--- config.mk ---
export PLATFORM = sky130hd
export DESIGN_NAME = fmc_adc_ext_trig_cond
export DESIGN_NICKNAME = d
export VERILOG_FILES = /design/src/rtl/fmc_adc_ext_trig_pkg.sv /design/src/rtl/fmc_adc_trig_glitch_filt.sv /design/src/rtl/fmc_adc_ext_trig_cond.sv
export SDC_FILE = /design/constraint.sdc
export NUM_CORES = 1
export LEC_CHECK = 0
export CAP_MARGIN = 20
export CORE_UTILIZATION = 35
export CTS_BUF_LIST = sky130_fd_sc_hd__clkbuf_8
export DETAILED_ROUTE_END_ITERATION = 6
export PLACE_DENSITY_LB_ADDON = 0.15
export SLEW_MARGIN = 20
export SYNTH_ARGS = -nofsm -noshare
export SYNTH_HDL_FRONTEND = slang
export SYNTH_SLANG_ARGS = --single-unit
--- constraint.sdc ---
create_clock -name clk_i -period 2.4 [get_ports clk_i]
set_clock_uncertainty 0.15 [all_clocks]
set_input_delay 0.48 -clock clk_i [delete_from_list [all_inputs] [get_ports clk_i]]
set_output_delay 0.48 -clock clk_i [all_outputs]
set_load 0.02 [all_outputs]
--- src/rtl/fmc_adc_ext_trig_pkg.sv ---
// Shared types, default widths and helpers for the FMC-ADC external trigger conditioner.
package fmc_adc_ext_trig_pkg;

   typedef enum logic {
      IDLE,
      DELAY
   } trig_state_t;

   localparam int unsigned c_DLY_WIDTH  = 32;
   localparam int unsigned c_FILT_WIDTH = 4;
   localparam int unsigned c_CNT_WIDTH  = 16;

   // Saturating increment of a counter held in the low 'width' bits of val.
   function automatic logic [31:0] sat_inc(input logic [31:0] val, input int unsigned width);
      logic [31:0] max_val;
      max_val = (width >= 32) ? '1 : ((32'd1 << width) - 32'd1);
      return (val >= max_val) ? val : val + 32'd1;
   endfunction

endpackage

--- src/rtl/fmc_adc_trig_glitch_filt.sv ---
// Glitch filter: output follows the input only after it has differed for len_i+1 cycles.
module fmc_adc_trig_glitch_filt
   import fmc_adc_ext_trig_pkg::*;
#(
   parameter int unsigned g_FILT_WIDTH = c_FILT_WIDTH
) (
   input  logic                    clk_i,
   input  logic                    rst_n_i,
   input  logic                    d_i,
   input  logic [g_FILT_WIDTH-1:0] len_i,
   output logic                    q_o
);

   logic [g_FILT_WIDTH-1:0] run;

   always_ff @(posedge clk_i or negedge rst_n_i) begin
      if (!rst_n_i) begin
         run <= '0;
         q_o <= 1'b0;
      end else if (d_i == q_o) begin
         run <= '0;
      end else if (run == len_i) begin
         q_o <= d_i;
         run <= '0;
      end else begin
         run <= run + 1'b1;
      end
   end

endmodule

--- src/rtl/fmc_adc_ext_trig_cond.sv ---
// External trigger conditioner: sync, optional glitch filter, edge select, delay, statistics.
// Define FMC_ADC_EXT_TRIG_FILTER_EN to include the glitch filter.
module fmc_adc_ext_trig_cond
   import fmc_adc_ext_trig_pkg::*;
#(
   parameter int unsigned g_DLY_WIDTH  = c_DLY_WIDTH,
   parameter int unsigned g_FILT_WIDTH = c_FILT_WIDTH,
   parameter int unsigned g_CNT_WIDTH  = c_CNT_WIDTH
) (
   input  logic                    clk_i,
   input  logic                    rst_n_i,
   input  logic                    trig_i,
   input  logic                    en_i,
   input  logic                    pol_i,
   input  logic [g_FILT_WIDTH-1:0] filt_len_i,
   input  logic [g_DLY_WIDTH-1:0]  dly_i,
   input  logic                    clr_i,
   output logic                    trig_p_o,
   output logic                    busy_o,
   output logic [g_CNT_WIDTH-1:0]  trig_cnt_o,
   output logic [g_CNT_WIDTH-1:0]  miss_cnt_o
);

   logic [1:0]             sync;
   logic                   lvl;
   logic                   lvl_d;
   logic                   edge_p;
   logic                   fire;
   logic                   miss;
   trig_state_t            state;
   logic [g_DLY_WIDTH-1:0] cnt;

   always_ff @(posedge clk_i or negedge rst_n_i) begin
      if (!rst_n_i) sync <= '0;
      else          sync <= {sync[0], trig_i};
   end

`ifdef FMC_ADC_EXT_TRIG_FILTER_EN
   fmc_adc_trig_glitch_filt #(
      .g_FILT_WIDTH (g_FILT_WIDTH)
   ) u_glitch_filt (
      .clk_i   (clk_i),
      .rst_n_i (rst_n_i),
      .d_i     (sync[1]),
      .len_i   (filt_len_i),
      .q_o     (lvl)
   );
`else
   logic unused_filt_len;
   assign unused_filt_len = ^filt_len_i;
   assign lvl             = sync[1];
`endif

   // Level tracking runs regardless of en_i, so enabling onto an active level is not an edge.
   always_ff @(posedge clk_i or negedge rst_n_i) begin
      if (!rst_n_i) begin
         lvl_d  <= 1'b0;
         edge_p <= 1'b0;
      end else begin
         lvl_d  <= lvl;
         edge_p <= en_i & (pol_i ? (lvl_d & ~lvl) : (lvl & ~lvl_d));
      end
   end

   always_comb begin
      fire = 1'b0;
      miss = 1'b0;
      if (en_i) begin
         unique case (state)
            IDLE:  fire = edge_p && (dly_i == '0);
            DELAY: begin
               fire = (cnt == g_DLY_WIDTH'(1));
               miss = edge_p;
            end
         endcase
      end
   end

   always_ff @(posedge clk_i or negedge rst_n_i) begin
      if (!rst_n_i) begin
         state      <= IDLE;
         cnt        <= '0;
         trig_p_o   <= 1'b0;
         trig_cnt_o <= '0;
         miss_cnt_o <= '0;
      end else begin
         trig_p_o <= fire;
         if (!en_i) begin
            state <= IDLE;
         end else begin
            unique case (state)
               IDLE: if (edge_p && (dly_i != '0)) begin
                  cnt   <= dly_i;
                  state <= DELAY;
               end
               DELAY: if (cnt == g_DLY_WIDTH'(1)) state <= IDLE;
                      else                        cnt   <= cnt - 1'b1;
            endcase
         end
         if (clr_i) begin
            trig_cnt_o <= '0;
            miss_cnt_o <= '0;
         end else begin
            if (fire) trig_cnt_o <= g_CNT_WIDTH'(sat_inc(32'(trig_cnt_o), g_CNT_WIDTH));
            if (miss) miss_cnt_o <= g_CNT_WIDTH'(sat_inc(32'(miss_cnt_o), g_CNT_WIDTH));
         end
      end
   end

   assign busy_o = (state == DELAY);

endmodule

# Yosys cells after proc, flatten, opt, wreduce, memory -nomap -nowiden
# Cells that the tools add are included.
# W data, S select, Z words.
# totals
word_cells,51
regBits,70
inputBits,42
output_inout_bits,34
# op_classes
addsub,3
n_eq_ne,5
mux,18
bitwise_logic,6
n_lt_le_gt_ge,2
reduce_logical,9
# ops
cell,n
$mux W16,6
$mux W32,2
$pmux W32 S2,1
$add A16 B1 Y16 const B,2
$eq A32 B1 Y1 const B,1
$ge A16 B16 Y1 const B,2
$logic_not A32 Y1,1
$reduce_bool A32 Y1,1
$sub A32 B1 Y32 const B,1
$ne A2 B2 Y1 const B,4
$mux W1,7
$pmux W1 S2,2
$reduce_and A2 Y1,2
$reduce_bool A2 Y1,2
$and A1 B1 Y1,3
$not A1 Y1,3
$reduce_and A3 Y1,1
$logic_and A1 B1 Y1,2

# Logic depth before layout (Yosys ltp)
# Gate-level depths: netlist (run 1).
# depth
word_depth,6
mapped_depth,11
mapped_depth_nobuf,9

# Worst setup path after synthesis (run 1)
# No wires, ideal clock.
# synth_timing
path_kind,register to register
from,register cnt[10]
to,register trig_cnt_o[15]
setup_slack_ns,-0.002
period_less_slack_ns,2.402
stages_incl_launch_ff,8
arrival_ns,2.174
path_buffers,1
setup_time_ns,0.078
required_ns,2.172
path_cell_list,dfrtp_1 -> nor4_4 -> nand4_2 -> nor4_4 -> o21ai_2 -> buf_6 -> or4_1 -> a21oi_1
# synth_between
elab_chain_cells,5
# synth_rtl
element,line_no,rtl
start: declaration,fmc_adc_ext_trig_cond.sv:31,logic [g_DLY_WIDTH-1:0] cnt;
start signal: assignment,fmc_adc_ext_trig_cond.sv:93,cnt <= dly_i;
start signal: assignment,fmc_adc_ext_trig_cond.sv:97,else cnt <= cnt - 1'b1;
$eq A32 B1 Y1,fmc_adc_ext_trig_cond.sv:72,fire = (cnt == g_DLY_WIDTH'(1));
$pmux W1 S2,fmc_adc_ext_trig_cond.sv:69,unique case (state)
$mux W1,fmc_adc_ext_trig_cond.sv:68,if (en_i) begin
$reduce_bool A2 Y1 (no line),n/a,
$reduce_and A2 Y1 (no line),n/a,
end signal: assignment,fmc_adc_ext_trig_cond.sv:104,"if (fire) trig_cnt_o <= g_CNT_WIDTH'(sat_inc(32'(trig_cnt_o), g_CNT_WIDTH));"
end: declaration,fmc_adc_ext_trig_cond.sv:20,"output logic [g_CNT_WIDTH-1:0] trig_cnt_o,"
# Every way passes these cells.
# A chain may end at the register's enable or synchronous reset.

# Worst setup path in the final report (run 1)
# layout_timing
from,register cnt[18]
to,register cnt[31]
# layout_between
elab_chain_cells,3
elab_cells_between_ends,6
cone_classes,1 x add/sub; 2 x eq/ne; 2 x mux; 1 x reduce/logical
# layout_rtl
element,line_no
$sub A32 B1 Y32 or $eq A32 B1 Y1 (tied branches),"fmc_adc_ext_trig_cond.sv:97, fmc_adc_ext_trig_cond.sv:96"
$mux W32 or $ne A2 B2 Y1 (tied branches),n/a
$pmux W32 S2 or $reduce_and A3 Y1 (tied branches),n/a
# Several ways; a longest one is shown, not always the timed one. The select of a mux whose other input is x is not followed.

==> run_results.csv, run 1 <==
group,metric,value,unit
logic_synthesis,syn_inst,458,
final_layout,synthToLayoutAreaGrowth,52.2,%
pwr,p_per_area,571,nW/um^2
final_layout,antenna_cells,0,
place,pre_cts_ws,-0.628,ns
grt,grt_pass1_vias,3961,
final_layout,seq_area,1750,sq um
timing,fmax,414,MHz
outcome,violations,"setup timing",
worst_setup_path,crit_chain,"or4_4 -> or4_4 -> nor3_4 -> nand3_2 -> mux2i_1 -> a221oi_1",
timing,setup_ws,-0.0172,ns
final_layout,nNetsFinal,666,
min_path,hold_depth,0,
worst_setup_path,worstPathArrival,2.52,ns
routing,vias,4212,
die,fp.dieH,110,um
timing,setup_viol_count_final,2,
logic_synthesis,ys_seq_area_share,43.1,%
clock_tree,cts_tree,"yes",
worst_setup_path,r2r-end,"cnt[31]",
worst_setup_path,required,2.50,ns
clock_tree,htreeDepth,3,
final_layout,fillers,1018,
timing,hold_viol_final,0,
worst_setup_path,cp_slowest_cell,"or4_4",
final_layout,final_common_cell,"buf_4",
run,cap_violations,0,
routing,via_per_inst,5.51,
place,port_buffers,71,
place,dp_hpwl,8370,um
clock_tree,clock_latency,0.37,ns
die,io_pins,76,
worst_setup_path,start_kind,"register",
timing,rsz0062_at_grt,"yes",
grt,grt.overflow.total,0,
routing,dr.pass1.iters,5,
timing,post-route-period-util,101,%
timing,worst_pin_slew,0.507,ns
routing,wl,12100,um
worst_setup_path,r2r_cells,6,
grt,grt_pass1_wl,19500,um
clock_tree,clkSlewWorstSetupHoldPaths,0.08,ns
worst_setup_path,crit_path_max_fanout,4,
logic_synthesis,synth_flop_cell,"dfrtp_1",
final_layout,fin_cells,765,
worst_setup_path,path_delay_family,"simple AND/OR/NAND/NOR gates",
worst_setup_path,critPathMostFrequentCell,"or4_4",
timing,tns,-0.0258,ns
place,place.gp.congestion,0.867,
clock_tree,clockBufferDepth,2,
final_layout,final_cell_mix,"92 x buf_4, 69 x dfrtp_1, 46 x nor2_1, 40 x clkdlybuf4s50_1, 37 x nand2_1",
logic_synthesis,synth_seq_cells,70,
min_path,min_path_type,"reg2reg",
timing,period_minus_slack,2.42,ns
pwr,cellLeakagePower,2.54,nW
grt,grt_util_all_layers,20.9,%
clock_tree,cts_made_buffers,9,
min_path,hold_path.startpoint,"sync[0]",
pwr,power.total,3.53,mW
pwr,ir_worst_vdd,241,uV
logic_synthesis,syn_nets,504,
final_layout,multiInputGateArea,2450,sq um
logic_synthesis,yosysWarnings,0,
die,rows,38,
min_path,hold_end,"sync[1]",
grt,antenna_found_initial,0,
final_layout,fin_util,55.8,%
logic_synthesis,ys_types,56,
logic_synthesis,async_reset_ff_share,100,%
worst_setup_path,criticalPathCategory,"reg2reg",
clock_tree,clock_sinks,70,
grt,grt_max_degree,54,
routing,wl_per_cell,15.9,um
worst_setup_path,end_kind,"register",
logic_synthesis,avgSynthCellArea,8.87,sq um
worst_setup_path,r2r_start,"cnt[18]",
place,dp.cells,736,
die,die_area,12000,sq um
logic_synthesis,synth.cell_area,4060,sq um
routing,drt.antenna.violating_nets,0,
final_layout,layout-drive-gt1-share,28.3,%
worst_setup_path,worst-path-buf-inv,0,
worst_setup_path,rrSetupSlack,-0.02,ns
die,die_width,110,um
routing,drt_first_iter_violations,161,
outcome,outcome,"finished with violations",
die,placeableCoreArea,11100,sq um
logic_synthesis,synth-edff-count,0,
die,start_util,36.7,%
timing,drv_slew,0,
worst_setup_path,slowest_delay,0.53,ns
clock_tree,root_buffer,"clkbuf_8",
timing,timing.slew.headroom,66.2,%
routing,remaining_drc_errors,0,
[worst max path at each step]
stage / from / cells after the start / endpoint
6_report: cnt[18] / 6 / cnt[31]
5_1_grt: cnt[27] / 9 / trig_cnt_o[6]
4_1_cts: cnt[18] / 6 / cnt[31]
3_5_place_dp: dly_i[19] / 9 / trig_cnt_o[8]
3_3_place_gp: dly_i[19] / 9 / trig_cnt_o[8]
2_1_floorplan: cnt[15] / 6 / cnt[31]
[cells by family (layout without fill, tap and decap cells)]
kind of cell	count (synthesis)	after routing	synth area share, %
XOR/XNOR	15	15	3.23
flip-flops	70	70	43.1
adder cells (fa/ha/maj)	4	4	1.23
multiplexers	5	5	1.23
AND/OR/NAND/NOR	212	212	28.8
AO/OA/AOI/OAI	121	122	19.1
buffers and inverters	31	197	3.27
[cells in the mapped netlist, types with 3 or more instances]
master      n  share of area [%]
dfrtp_1    70                 43
nor2_1     46                4.3
nand2_1    39                3.6
a21oi_1    35                4.3
o21ai_0    29                3.6
nand3_1    24                3.0
or3_1      18                2.8
nor4_1     17                2.6
clkbuf_1   14                1.3
nand4_1    12                1.8
a2bb2oi_1  11                2.4
nor3_1     11                1.4
xor2_1     11                2.4
o22ai_1     8                1.2
buf_2       7               0.86
inv_1       7               0.65
and3_1      6               0.92
nand4b_1    6                1.3
or4_1       6                1.1
a221oi_1    5                1.1
mux2i_1     5                1.2
a31oi_1     4               0.62
and4_1      4               0.86
ha_1        4                1.2
nand2b_1    4               0.62
nor2b_1     4               0.62
o22a_1      4               0.86
o31ai_1     4               0.74
xnor2_1     4               0.86
and2_1      3               0.46
nor3b_1     3               0.55
o21a_1      3               0.55
[stage by stage]
stage | area (sq um) | hold slack [ns]
floorplan | 4060 | 0.0344
global placement | 5570 | 0.189
detailed placement | 5570 | 0.193
CTS | 5940 | 0.212
global route | 6180 | 0.216
finish | 6180 | 0.207
[state kept, by name (all words and copies together) (netlist names)]
signal and count:
miss_cnt_o 16, sync 2, edge_p 1, busy_o 1
trig_cnt_o 16, cnt 32, lvl_d 1, trig_p_o 1
[power by group]
| part | internal, mW | switching (mW) |
|---|---|---|
| logic | 0.505 | 0.444 |
| registers | 1.35 | 0.180 |
| clock network | 0.567 | 0.485 |
| total | 2.42 | 1.11 |
[metal layers]
metal	global-route usage, %	vias up	routed length, um
met2	33.0	96	5810
met5	0	-	0
met4	8.19	0	213
met3	3.20	15	526
met1	28.8	2042	5600
li1	-	2059	-
[area by class of cell]
type,instances,share of cell area (%)
multi-input combinational,358,39.7
sequential,70,28.4
timing repair buffer,174,25.2
tap,140,2.83
clock buffer,12,2.67
clock inverter,4,0.871
inverter,7,0.425
[what timing repair did]
action / in CTS / in global routing
pin swaps: 24 / 25
hold endpoints to repair: 17 / 0
gates cloned: 3 / 0
endpoints found under the setup margin: 33 / 48
gates resized for setup: 45 / 47
buffers inserted: 5 / 4
hold buffers: 1 / 0
(Power assumes the default switching activity.)
==> inputs of run 2 (changes only) <==
==> constraint.sdc (replaced) <==
create_clock -name clk_i -period 2.05 [get_ports clk_i]
set_clock_uncertainty 0.15 [all_clocks]
set_input_delay 0.41 -clock clk_i [delete_from_list [all_inputs] [get_ports clk_i]]
set_output_delay 0.41 -clock clk_i [all_outputs]
set_load 0.02 [all_outputs]
==> run 2 against run 1 <==
Against the previous run: the run still ends with setup timing left; first-iteration DRC count grew 57%; final cell count increased by 4.3%; power up 33%; utilization up 6.8 points; combinational power grew 60%; wire length increased by 11%; non-clock buffer count rose by 34; clock power increased by 34%; count of clock-buffer cells in the layout is 2 lower; worst hold slack got worse by 0.0041 ns; register-to-register slack worse by 0.31 ns; critical path type is now in2reg; critical endpoint is now cnt[26].
==> run_results.csv, run 2 (same netlist as run 1, synthesis figures left out) <==
group,metric,value,unit
clock_tree,cts_tree,"yes",
grt,antenna_found_initial,0,
final_layout,final_common_cell,"buf_4",
outcome,violations,"setup timing",
final_layout,seq_area,1760,sq um
clock_tree,root_buffer,"clkbuf_8",
die,fp.dieH,110,um
worst_setup_path,slowest_delay,0.51,ns
place,place.gp.congestion,0.844,
min_path,min_path_type,"reg2reg",
timing,holdWs,0.202,ns
clock_tree,clock_latency,0.36,ns
place,dp_hpwl,8790,um
routing,wl,13500,um
grt,grt_pass1_vias,4357,
routing,dr.pass1.iters,5,
final_layout,largestRegisters,"cnt: 32 flops, miss_cnt_o: 16 flops, trig_cnt_o: 16 flops",
place,port_buffers,71,
final_layout,nNetsFinal,699,
final_layout,fillers,924,
timing,setup_viol_count_final,48,
worst_setup_path,criticalPathCategory,"in2reg",
timing,period_minus_slack,2.42,ns
timing,post-route-period-util,118,%
die,die_area,12000,sq um
pwr,cellLeakagePower,3.05,nW
final_layout,regMostFlops,"cnt",
grt,grt.overflow.total,0,
clock_tree,htreeDepth,3,
routing,wl_per_cell,16.9,um
timing,setup_ws,-0.368,ns
timing,tns,-11.61,ns
place,dp.cells,765,
die,die_width,110,um
routing,vias,4441,
worst_setup_path,worstPathArrival,2.56,ns
final_layout,layout-drive-gt1-share,40.6,%
grt,met3_usage,2.90,%
place,pre_cts_ws,-0.950,ns
final_layout,fin_cells,798,
grt,met1_usage,29.3,%
pwr,ir_worst_vdd,361,uV
worst_setup_path,path_delay_family,"buffers and inverters",
worst_setup_path,start_kind,"input port",
worst_setup_path,crit_path_max_fanout,8,
final_layout,stdcell_area,6930,sq um
clock_tree,cts_made_buffers,9,
worst_setup_path,end_kind,"register",
worst_setup_path,required,2.19,ns
grt,gr-max-usage-layer,"met2",
pwr,p_per_area,676,nW/um^2
timing,timing.slew.headroom,68.4,%
clock_tree,clock_sinks,70,
grt,grtUsageMet2,38.9,%
final_layout,antenna_cells,0,
timing,worst_pin_slew,0.474,ns
final_layout,multiInputGateArea,2730,sq um
die,start_util,36.7,%
die,rows,38,
worst_setup_path,worst-path-buf-inv,3,
grt,grt_util_all_layers,22.8,%
outcome,outcome,"finished with violations",
routing,drt.antenna.violating_nets,0,
final_layout,synthToLayoutAreaGrowth,70.6,%
routing,via_per_inst,5.57,
place,dpl_cell_area,5980,sq um
grt,grt_max_degree,71,
final_layout,fin_util,62.5,%
clock_tree,clockBufferDepth,2,
final_layout,final_cell_mix,"115 x buf_4, 60 x dfrtp_1, 46 x nor2_1, 34 x nand2_1, 34 x clkdlybuf4s50_1",
grt,grt_pass1_wl,21100,um
final_layout,largest_reg_flops,32,
worst_setup_path,crit_chain,"clkdlybuf4s50_1 -> nor4_2 -> buf_4 -> nand4_1 -> o21ai_1 -> a211o_4 -> buf_12 -> or4_1 -> nand3_1",
pwr,power.total,4.69,mW
routing,remaining_drc_errors,0,
run,cap_violations,0,
timing,fmax,414,MHz
worst_setup_path,cp_slowest_cell,"clkdlybuf4s50_1",
clock_tree,clkSlewWorstSetupHoldPaths,0.08,ns
die,io_pins,76,
routing,drt_first_iter_violations,253,
die,placeableCoreArea,11100,sq um
timing,rsz0062_at_grt,"yes",
timing,hold_viol_final,0,
timing,drv_slew,0,
==> run 2: changes by cell type in the layout (fill, tap and decap cells not counted), moves of 6 or more <==
cell / before / now
buf_4: 92 / 115
dlymetal6s2s_1: 1 / 21
dlygate4sd2_1: 29 / 11
a21oi_1: 22 / 10
dfrtp_1: 69 / 60
dfrtp_2: 1 / 10
a21oi_2: 13 / 21
nor4_1: 10 / 3
nor4_2: 6 / 13
o21ai_0: 25 / 18
a2bb2oi_1: 11 / 5
a2bb2oi_2: 0 / 6
clkdlybuf4s50_1: 40 / 34
==> run 2: routing by layer <==
metal / vias to the layer above / share of wire, % / wire length, um
met5: - / 0 / 0
met4: 0 / 1.9 / 257
met3: 20 / 3.9 / 525
met2: 118 / 51 / 6870
met1: 2185 / 43 / 5810
li1: 2118 / - / -
==> run 2: layout make-up <==
| type | instances | area share, % |
|---|---|---|
| repair buffers | 208 | 28.3 |
| flip-flops and latches | 70 | 25.5 |
| clock inverters | 6 | 1.59 |
| inverters | 7 | 0.650 |
| well taps | 140 | 2.53 |
| multi-input cells | 357 | 39.4 |
| clock buffers | 10 | 1.99 |
==> run 2: what timing repair did <==
item,4_1_cts,5_1_grt
pin swaps,24,23
resized for setup,77,79
setup endpoints to repair,51,63
cloned,4,0
buffers inserted,9,4
hold endpoints to repair,70,0
hold buffers,1,0
==> run 2: worst register-to-register path: stages (launching register included) <==
cell	delay, ns
dfrtp_1	0.40
nor4_2	0.29
buf_4	0.17
nand4_1	0.13
nor4_4	0.24
buf_4	0.19
buf_4	0.11
buf_6	0.10
nand4b_1	0.15
o21ai_2	0.09
a221oi_2	0.28
==> run 2: worst paths after layout <==
path	cells past startpoint	end	slack (ns)	start
setup / recovery	9	cnt[26]	-0.37	dly_i[27]
hold / removal	0	sync[1]	0.20	sync[0]
setup reg to reg	10	cnt[20]	-0.33	cnt[27]
hold reg to reg	0	sync[1]	0.20	sync[0]
max in group asynchronous	3	cnt[8]	0.94	rst_n_i
min in group asynchronous	3	trig_cnt_o[7]	0.43	rst_n_i
==> run 2: power by group <==
group	internal [mW]	switching [mW]
clock	0.839	0.569
combinational	0.809	0.714
sequential	1.58	0.173
total	3.23	1.46
==> inputs of run 3 (changes only) <==
--- a/config.mk
+++ b/config.mk
@@ -10,6 +10,7 @@
 export CTS_BUF_LIST = sky130_fd_sc_hd__clkbuf_8
 export DETAILED_ROUTE_END_ITERATION = 6
 export PLACE_DENSITY_LB_ADDON = 0.15
+export SKIP_LAST_GASP = 1
 export SLEW_MARGIN = 20
 export SYNTH_ARGS = -nofsm -noshare
 export SYNTH_HDL_FRONTEND = slang
==> run 3 against run 2 <==
Against the previous run: the run still ends with setup timing left; design area decreased by 0.67%; critical path depth unchanged; via count shrank 0.72%; register-to-register slack about the same; sequential cell count unchanged; fmax barely moved; clock power about the same; sequential share of layout area up 0.17 points; wire length fell by 0.90%; global-route usage decreased by 0.25 points; largest power group unchanged; highest routed layer unchanged.
==> run_results.csv, run 3 (same netlist as run 1, synthesis figures left out) <==
group,metric,value,unit
final_layout,antenna_cells,0,
clock_tree,clkSlewWorstSetupHoldPaths,0.08,ns
place,port_buffers,71,
pwr,ir_worst_vdd,359,uV
timing,fmax,414,MHz
min_path,hold_depth,0,
timing,worst_pin_slew,0.493,ns
timing,setup_viol_count_final,48,
timing,rsz0062_at_grt,"yes",
final_layout,synthToLayoutAreaGrowth,69.5,%
outcome,violations,"setup timing",
grt,grt_util_all_layers,22.6,%
die,fp.dieH,110,um
final_layout,final_cell_mix,"117 x buf_4, 60 x dfrtp_1, 46 x nor2_1, 35 x nand2_1, 35 x clkdlybuf4s50_1",
die,die_width,110,um
clock_tree,clock_latency,0.36,ns
worst_setup_path,criticalPathCategory,"in2reg",
routing,wl,13300,um
routing,wl_met2,6660,um
place,place.gp.congestion,0.844,
clock_tree,htreeDepth,3,
clock_tree,cts_made_buffers,9,
worst_setup_path,worstPathArrival,2.56,ns
die,io_pins,76,
routing,wl_per_cell,16.7,um
final_layout,largest_reg_flops,32,
min_path,min_path_type,"reg2reg",
place,dpl_cell_area,5980,sq um
clock_tree,clockBufferDepth,2,
pwr,cellLeakagePower,3.04,nW
worst_setup_path,end_kind,"register",
timing,period_minus_slack,2.42,ns
worst_setup_path,required,2.19,ns
routing,vias,4409,
clock_tree,cts_tree,"yes",
routing,drt.antenna.violating_nets,0,
timing,hold_viol_final,0,
run,cap_violations,0,
final_layout,regMostFlops,"cnt",
timing,drv_slew,0,
routing,dr.pass1.iters,5,
die,start_util,36.7,%
pwr,p_per_area,674,nW/um^2
grt,grt.overflow.total,0,
final_layout,fin_util,62.1,%
clock_tree,root_buffer,"clkbuf_8",
grt,antenna_found_initial,0,
grt,grt_pass1_vias,4318,
worst_setup_path,r2r_cells,9,
worst_setup_path,start_kind,"input port",
routing,via_per_inst,5.53,
routing,wl_met3,503,um
pwr,power.total,4.64,mW
die,rows,38,
timing,holdWs,0.202,ns
routing,routed.top_layer,"met4",
worst_setup_path,crit_path_max_fanout,8,
routing,drt_first_iter_violations,243,
routing,wl_met1,5900,um
place,dp_hpwl,8790,um
final_layout,final_common_cell,"buf_4",
final_layout,stdcell_area,6880,sq um
grt,grt_max_degree,71,
timing,setup_ws,-0.367,ns
final_layout,nNetsFinal,699,
timing,timing.slew.headroom,67.1,%
clock_tree,clock_sinks,70,
grt,grt_pass1_wl,20900,um
die,placeableCoreArea,11100,sq um
outcome,outcome,"finished with violations",
final_layout,layout-drive-gt1-share,39.2,%
timing,post-route-period-util,118,%
die,die_area,12000,sq um
final_layout,largestRegisters,"cnt: 32 flops, miss_cnt_o: 16 flops, trig_cnt_o: 16 flops",
routing,remaining_drc_errors,0,
-- run 3: cell count changes in the layout (fill, tap and decap cells not counted), sizes merged --
cell,change
clkdlybuf4s50,+1
dlymetal6s2s,-1
-- run 3: stage by stage --
step | TNS (ns) | setup slack (ns) | cells
floorplan | -2.64 | -0.314 | 458
global placement | -35.66 | -0.845 | 765
detailed placement | -41.30 | -0.950 | 765
CTS | -12.04 | -0.346 | 794
global route | -19.36 | -0.500 | 798
finish | -11.69 | -0.367 | 798
-- run 3: layer usage --
metal | vias up | track usage, %
li1 | 2121 | -
met1 | 2157 | 29.1
met2 | 109 | 38.1
met3 | 22 | 2.90
met4 | 0 | 9.24
met5 | - | 0
-- run 3: where the power goes --
| group | leakage (nW) | switching (mW) | internal (mW) | total [mW] |
|---|---|---|---|---|
| registers | 0.874 | 0.170 | 1.58 | 1.75 |
| clock network | 0.124 | 0.571 | 0.839 | 1.41 |
| logic | 2.04 | 0.692 | 0.782 | 1.47 |
-- run 3: worst max-delay path, stage by stage --
cell	delay [ns]
clkdlybuf4s50_1	0.51
nor4_2	0.05
buf_4	0.14
nand4_1	0.17
o21ai_1	0.12
a211o_4	0.42
buf_12	0.17
or4_1	0.47
nand3_1	0.10
-- run 3: path summary, 6_finish.rpt --
check	end	slack (ns)	from
setup / recovery	cnt[26]	-0.37	dly_i[27]
min in group asynchronous	trig_cnt_o[7]	0.43	rst_n_i
hold / removal	sync[1]	0.20	sync[0]
hold reg to reg	sync[1]	0.20	sync[0]
max in group asynchronous	cnt[8]	0.94	rst_n_i
setup reg to reg	cnt[26]	-0.34	cnt[0]
-- run 3: cell type report --
type,count,area [sq um]
Timing Repair Buffer,208,1950
Multi-Input combinational cell,357,2700
Clock buffer,10,138
Fill cell,934,4200
Clock inverter,6,110
Sequential cell,70,1760
Tap cell,140,175
Inverter,7,42.5
-- run 3: repair_timing --
| item | 4_1_cts | 5_1_grt |
|---|---|---|
| gates resized for setup | 61 | 84 |
| cloned | 4 | 0 |
| hold buffers | 1 | 0 |
| setup buffers | 9 | 4 |
| pin swaps | 22 | 27 |
| setup endpoints to repair | 51 | 63 |
| hold endpoints to repair | 70 | 0 |
